===== src/rtl/mem_seq_pkg.sv =====
// Shared definitions for the memory/ALU sequencer: controller states and
// instruction word layout.
package mem_seq_pkg;

  // Instruction word layout: [15] imm, [14:12] op, [11:8] dst, [7:4] srcA, [3:0] srcB/imm4
  localparam int INSTR_W  = 16;
  localparam int OP_W     = 3;
  localparam int FIELD_W  = 4;
  localparam int IMM_BIT  = 15;
  localparam int OP_LSB   = 12;
  localparam int DST_LSB  = 8;
  localparam int SRCA_LSB = 4;
  localparam int SRCB_LSB = 0;

  typedef enum logic [3:0] {
    IDLE,
    LD_RD,
    LD_WR,
    LD_NEXT,
    EX_FETCH,
    EX_RA,
    EX_RB,
    EX_ALU,
    EX_WB,
    DONE
  } state_t;

endpackage


===== src/rtl/mem_seq_decode.sv =====
// Instruction field extraction and ALU operand-B selection.
// Register indices are resized to RW bits (truncated when RW < 4).
module mem_seq_decode import mem_seq_pkg::*; #(
  parameter int DW = 16,
  parameter int RW = 4
) (
  input  logic [INSTR_W-1:0] i_instr,
  input  logic [DW-1:0]      i_rdata,
  output logic [RW-1:0]      o_dst,
  output logic [RW-1:0]      o_src_a,
  output logic [RW-1:0]      o_src_b,
  output logic [OP_W-1:0]    o_op,
  output logic [DW-1:0]      o_opnd_b
);

  logic w_imm;

  assign w_imm    = i_instr[IMM_BIT];
  assign o_op     = i_instr[OP_LSB +: OP_W];
  assign o_dst    = RW'(i_instr[DST_LSB +: FIELD_W]);
  assign o_src_a  = RW'(i_instr[SRCA_LSB +: FIELD_W]);
  assign o_src_b  = RW'(i_instr[SRCB_LSB +: FIELD_W]);
  // Immediate form uses the zero-extended low nibble in place of R[srcB]
  assign o_opnd_b = w_imm ? DW'(i_instr[SRCB_LSB +: FIELD_W]) : i_rdata;

endmodule


===== src/rtl/mem_alu_sequencer.sv =====
// Sequencer that copies a block of SRAM words into the register file, then
// executes the trailing words as ALU instructions fetched from the register
// file at execution time. Strobes and addresses are decoded from the state.
module mem_alu_sequencer import mem_seq_pkg::*; #(
  parameter int DW      = 16,
  parameter int AW      = 5,
  parameter int RW      = 4,
  parameter int N_LOAD  = 6,
  parameter int N_INSTR = 3
) (
  input  logic            clk,
  input  logic            reset,
  input  logic            start,
  input  logic            abort,
  input  logic [AW-1:0]   sram_base,
  output logic            busy,
  output logic            done,
  output logic            aborted,
  output logic            carry_any,
  output logic            ss_cs_n,
  output logic            ss_oe_n,
  output logic            ss_we_n,
  output logic [AW-1:0]   ss_addr,
  input  logic [DW-1:0]   ss_rdata,
  output logic            rf_we_n,
  output logic [RW-1:0]   rf_id,
  output logic [DW-1:0]   rf_wdata,
  input  logic [DW-1:0]   rf_rdata,
  output logic [DW-1:0]   alu_a,
  output logic [DW-1:0]   alu_b,
  output logic [OP_W-1:0] alu_op,
  output logic            alu_en_n,
  input  logic [DW-1:0]   alu_out,
  input  logic            alu_cout
);

  localparam int N_WORDS = N_LOAD + N_INSTR;
  localparam int CW      = RW + 1;

  state_t               r_state, w_next;
  logic [AW-1:0]        r_base;
  logic [CW-1:0]        r_k, r_j;
  logic [INSTR_W-1:0]   r_instr;
  logic [DW-1:0]        r_a, r_res;
  logic                 r_carry, r_aborted;

  logic [INSTR_W-1:0]   w_instr;
  logic [RW-1:0]        w_dst, w_src_a, w_src_b;
  logic [OP_W-1:0]      w_op;
  logic [DW-1:0]        w_opnd_b;
  logic                 w_last_word, w_last_instr;

  assign w_last_word  = (r_k == CW'(N_WORDS - 1));
  assign w_last_instr = (r_j == CW'(N_INSTR - 1));
  // In EX_RA the instruction is still on rf_rdata; afterwards use the latched copy
  assign w_instr      = (r_state == EX_RA) ? rf_rdata[INSTR_W-1:0] : r_instr;
  assign carry_any    = r_carry;
  assign aborted      = r_aborted;

  mem_seq_decode #(.DW(DW), .RW(RW)) u_decode (
    .i_instr  (w_instr),
    .i_rdata  (rf_rdata),
    .o_dst    (w_dst),
    .o_src_a  (w_src_a),
    .o_src_b  (w_src_b),
    .o_op     (w_op),
    .o_opnd_b (w_opnd_b)
  );

  // State register
  always_ff @(posedge clk or posedge reset) begin
    if (reset) r_state <= IDLE;
    else       r_state <= w_next;
  end

  // Next-state selection and per-state strobe/address/data decode
  always_comb begin
    w_next   = r_state;
    busy     = (r_state != IDLE);
    done     = 1'b0;
    ss_cs_n  = 1'b1;
    ss_oe_n  = 1'b1;
    ss_we_n  = 1'b1;
    ss_addr  = '0;
    rf_we_n  = 1'b1;
    rf_id    = '0;
    rf_wdata = '0;
    alu_a    = '0;
    alu_b    = '0;
    alu_op   = '0;
    alu_en_n = 1'b1;
    case (r_state)
      IDLE:     if (start) w_next = LD_RD;
      LD_RD: begin
        ss_cs_n = 1'b0;
        ss_oe_n = 1'b0;
        ss_addr = r_base + AW'(r_k);
        w_next  = LD_WR;
      end
      LD_WR: begin
        rf_we_n  = 1'b0;
        rf_id    = RW'(r_k);
        rf_wdata = ss_rdata;
        w_next   = LD_NEXT;
      end
      LD_NEXT:  w_next = w_last_word ? EX_FETCH : LD_RD;
      EX_FETCH: begin
        rf_id  = RW'(CW'(N_LOAD) + r_j);
        w_next = EX_RA;
      end
      EX_RA: begin
        rf_id  = w_src_a;
        w_next = EX_RB;
      end
      EX_RB: begin
        alu_a  = rf_rdata;
        rf_id  = w_src_b;
        w_next = EX_ALU;
      end
      EX_ALU: begin
        alu_a    = r_a;
        alu_b    = w_opnd_b;
        alu_op   = w_op;
        alu_en_n = 1'b0;
        w_next   = EX_WB;
      end
      EX_WB: begin
        rf_we_n  = 1'b0;
        rf_id    = w_dst;
        rf_wdata = r_res;
        w_next   = w_last_instr ? DONE : EX_FETCH;
      end
      DONE: begin
        done   = 1'b1;
        w_next = IDLE;
      end
      default:  w_next = IDLE;
    endcase
    // Cancel wins over every transition, including the final write-back
    if (abort && (r_state != IDLE)) w_next = IDLE;
  end

  // Run context: base, counters, latched instruction/operands and status flags
  always_ff @(posedge clk or posedge reset) begin
    if (reset) begin
      r_base    <= '0;
      r_k       <= '0;
      r_j       <= '0;
      r_instr   <= '0;
      r_a       <= '0;
      r_res     <= '0;
      r_carry   <= 1'b0;
      r_aborted <= 1'b0;
    end else begin
      r_aborted <= abort && (r_state != IDLE);
      case (r_state)
        IDLE: if (start) begin
          r_base  <= sram_base;
          r_carry <= 1'b0;
          r_k     <= '0;
          r_j     <= '0;
        end
        LD_NEXT: r_k <= r_k + CW'(1);
        EX_RA:   r_instr <= rf_rdata[INSTR_W-1:0];
        EX_RB:   r_a <= rf_rdata;
        EX_ALU: begin
          r_res   <= alu_out;
          r_carry <= r_carry | alu_cout;
        end
        EX_WB:   r_j <= r_j + CW'(1);
        default: ;
      endcase
    end
  end

endmodule


===== config.mk =====
export PLATFORM = sky130hd
export DESIGN_NAME = mem_alu_sequencer
export DESIGN_NICKNAME = d
export VERILOG_FILES = /design/src/rtl/mem_seq_pkg.sv /design/src/rtl/mem_seq_decode.sv /design/src/rtl/mem_alu_sequencer.sv
export SDC_FILE = /design/constraint.sdc
export NUM_CORES = 1
export LEC_CHECK = 0
export ABC_CLOCK_PERIOD_IN_PS = 5200
export CELL_PAD_IN_SITES_DETAIL_PLACEMENT = 0
export CELL_PAD_IN_SITES_GLOBAL_PLACEMENT = 1
export CORE_MARGIN = 2
export CORE_UTILIZATION = 40
export CTS_BUF_LIST = sky130_fd_sc_hd__clkbuf_4 sky130_fd_sc_hd__clkbuf_8
export DETAILED_ROUTE_END_ITERATION = 10
export PLACE_DENSITY = 0.87
export SYNTH_ARGS = -nofsm -noshare
export SYNTH_HDL_FRONTEND = slang
export SYNTH_HIERARCHICAL = 1
export SYNTH_SLANG_ARGS = --single-unit

===== constraint.sdc =====
create_clock -name clk -period 5.2 [get_ports clk]
set_input_delay 0.52 -clock clk [delete_from_list [all_inputs] [get_ports clk]]
set_output_delay 0.52 -clock clk [all_outputs]
set_load 0.02 [all_outputs]

==> impl_metrics.yaml <==
pwr:
  netSwitchingFraction_pct: 35.5
  p_per_area_nw_per_um2: 303
  leakage_uw: 0.00237
  p_clk_share_pct: 22.0
  p_int_uw: 1060
  report.power.total_uw: 1640
  irDropWorstVdd_v: 0.000150
  pwr-share-seq_pct: 41.5
  power_switching_uw: 581
  comb_power_share_pct: 36.5
clock_network:
  cts.root.buffer_cell: "clkbuf_8"
  clkTransAtPathRegs_ps: 70
  cts_resized: 0
  cts_tree: "yes"
  numCtsBuffers: 9
  cts-htree-levels: 3
  clock_sinks: 69
  insertion_delay_ps: 340
  cts_hold_buf: 0
  postCtsSetupBuffers: 0
  cts.path.max_buffers: 2
layout:
  multi_input_area_um2: 2040
  seqCellArea_um2: 1730
  fin_nets: 531
  drive_above_1_share_pct: 18.3
  fill_cells: 883
  n_antenna_cell: 0
  layout_common_cells: "125 x clkdlybuf4s50_1, 69 x dfrtp_1, 54 x mux2_2"
  final_common_cell: "clkdlybuf4s50_1"
  area_growth_pct: 31.7
synthesis:
  synth.distinct_cells: 57
  synthFlopType: "dfrtp_1"
  synth_area_leaders: "dfrtp_1 42%, mux2_2 15%, a22o_1 6.8%"
  synth_area_um2: 4110
  synth-edff-count: 0
  synthArstFlopShare_pct: 100
  synth_top_area_share_pct: 42.0
  ys_warn_count: 6
  ys_ff_latch: 69
  synth_top_area_cell: "dfrtp_1"
  avgSynthCellArea_um2: 11.1
  yosysSeqAreaShare_pct: 42.0
  syn_nets: 438
  netlist_instances: 369
critical_path:
  startpoint_type: "flip-flop"
  worstPathRequired_ps: 4680
  crit_path_end_kind: "output pin"
  cp_slowest_cell: "dfrtp_1"
  worstSetupPathType: "flip-flop to output pin"
  path_common_cell: "and2_1"
  path_cells: "and2b_1 -> and2_1 -> mux2_2 -> mux2_4 -> and2_1 -> clkdlybuf4s50_1"
  arrival_ps: 3610
  cp_max_fo: 21
  max_stage_delay_ps: 780
sta:
  grt_setup_unrepaired: "false"
  fin_setup_tns_ps: 0
  fin_crit_sh_pct: 79.5
  post-route-min-period_ps: 4130
  finalSetupViolCount: 0
  skew_ps: 6.14
  hold_viol: 0
  max_slew_margin_pct: 18.1
  slew_violations: 0
  worst_slew_pin_slew_ps: 1210
  max_freq_mhz: 242
run_status:
  status: "finished, final reports clean"
worst_hold_path:
  hp-class: "flip-flop to flip-flop"
die:
  core_region_area_um2: 9860
  num_io_pins: 127
  die_area_um2: 11100
  start_util_pct: 41.7
  fp-row-count: 36
  die_x_um: 105
  die_h_um: 105
route:
  drc: 0
  viasPerCell: 5.11
  drtPass1Iterations: 4
  wl_um: 9410
  drt_iter0_markers: 139
  vias: 3054
  wire_per_inst_um: 15.7
  drtAntennaViolNets: 0
placement:
  dp_hpwl_um: 6730
  portBuffers: 125
  gp_congestion: 0.802
global_routing:
  overflow: 0
  grt_use_total_pct: 17.4
  grt_pass1_vias: 2977
  grt_pass1_wl_um: 15300
  grt_max_degree: 54
  antenna_found_initial: 0
run:
  maxCapViolations: 0
[path summary, 6_finish.rpt]
kind                                 start          end  slack (ps)  cells past startpoint
worst max-delay path            r_state[2]     alu_b[0]        1070                      6
worst min-delay path            r_instr[7]   r_instr[7]         490                      1
worst max register to register  r_state[2]  r_instr[15]        2760                      3
worst min register to register  r_instr[7]   r_instr[7]         490                      1
max in group asynchronous            reset   r_state[3]        3610                      3
min in group asynchronous            reset    r_res[12]         610                      2
[kinds of logic after synthesis]
logic type | synth area share (%)
xor+xnor | 1.07
flops | 42.0
other cells | 0.0913
fa+ha+maj | 3.53
buf+inv | 8.25
compound gates | 13.2
simple gates | 15.0
mux | 16.7
[metrics by stage]
step                utilization, %  setup slack [ps]  cells  instance area, um^2  hold WS (ps)
finish                        54.8              1070    598                 5410           494
floorplan                        -              2490    369                 4110           453
detailed placement            53.3              1420    584                 5260           481
CTS                           54.8              1040    598                 5410           497
global placement              53.3              1510    584                 5260           474
global route                  54.8               780    598                 5410           513
[registers in the layout (all words and copies together) (netlist names)]
name / cells
r_a: 16
r_instr: 16
r_res: 16
r_base: 5
r_j: 5
r_k: 5
r_state: 4
aborted: 1
carry_any: 1
[critical path: cells and delay by family (launching register included)]
kind	cells	cell delay (ps)
AND/OR/NAND/NOR	3	1050
multiplexers	2	910
buffers and inverters	1	530
flip-flops	1	780
[metal layers]
metal	track usage, %	part of all wire [%]
met5	0	0
met4	6.29	1.5
met3	3.83	4.6
met2	27.4	46
met1	23.5	48
[final cells by class]
type                       instances  area share, %
sequential                        69           31.9
clock buffer                       9           2.29
clock inverter                     5          0.555
multi-input combinational        242           37.8
inverter                          12          0.833
tap                              133           3.08
timing repair buffer             128           23.5
[synth_stat cells, types with 3 or more instances]
cell type and number:
a22oi_1 4, nand2b_1 4, nor2_1 7, buf_4 20
o22ai_1 3, clkbuf_1 8, buf_2 13, mux2_2 54
nor2b_1 14, o21ai_0 3, a31oi_1 4, xnor2_1 4
a22o_1 32, a32oi_1 3, inv_1 12, buf_6 4
nand2_1 15, nand3_1 7, and2_1 23, mux2_4 4
ha_1 10, dfrtp_1 69, a21oi_1 7
[power groups by stage]
stage	clock (uW)	sequential, uW	combinational, uW
2_1_floorplan	0	635	432
3_3_place_gp	0	684	596
3_5_place_dp	0	687	601
4_1_cts	371	678	603
5_1_grt	394	688	655
6_report	361	680	598
Note: power is estimated with default switching activity, not from simulation.
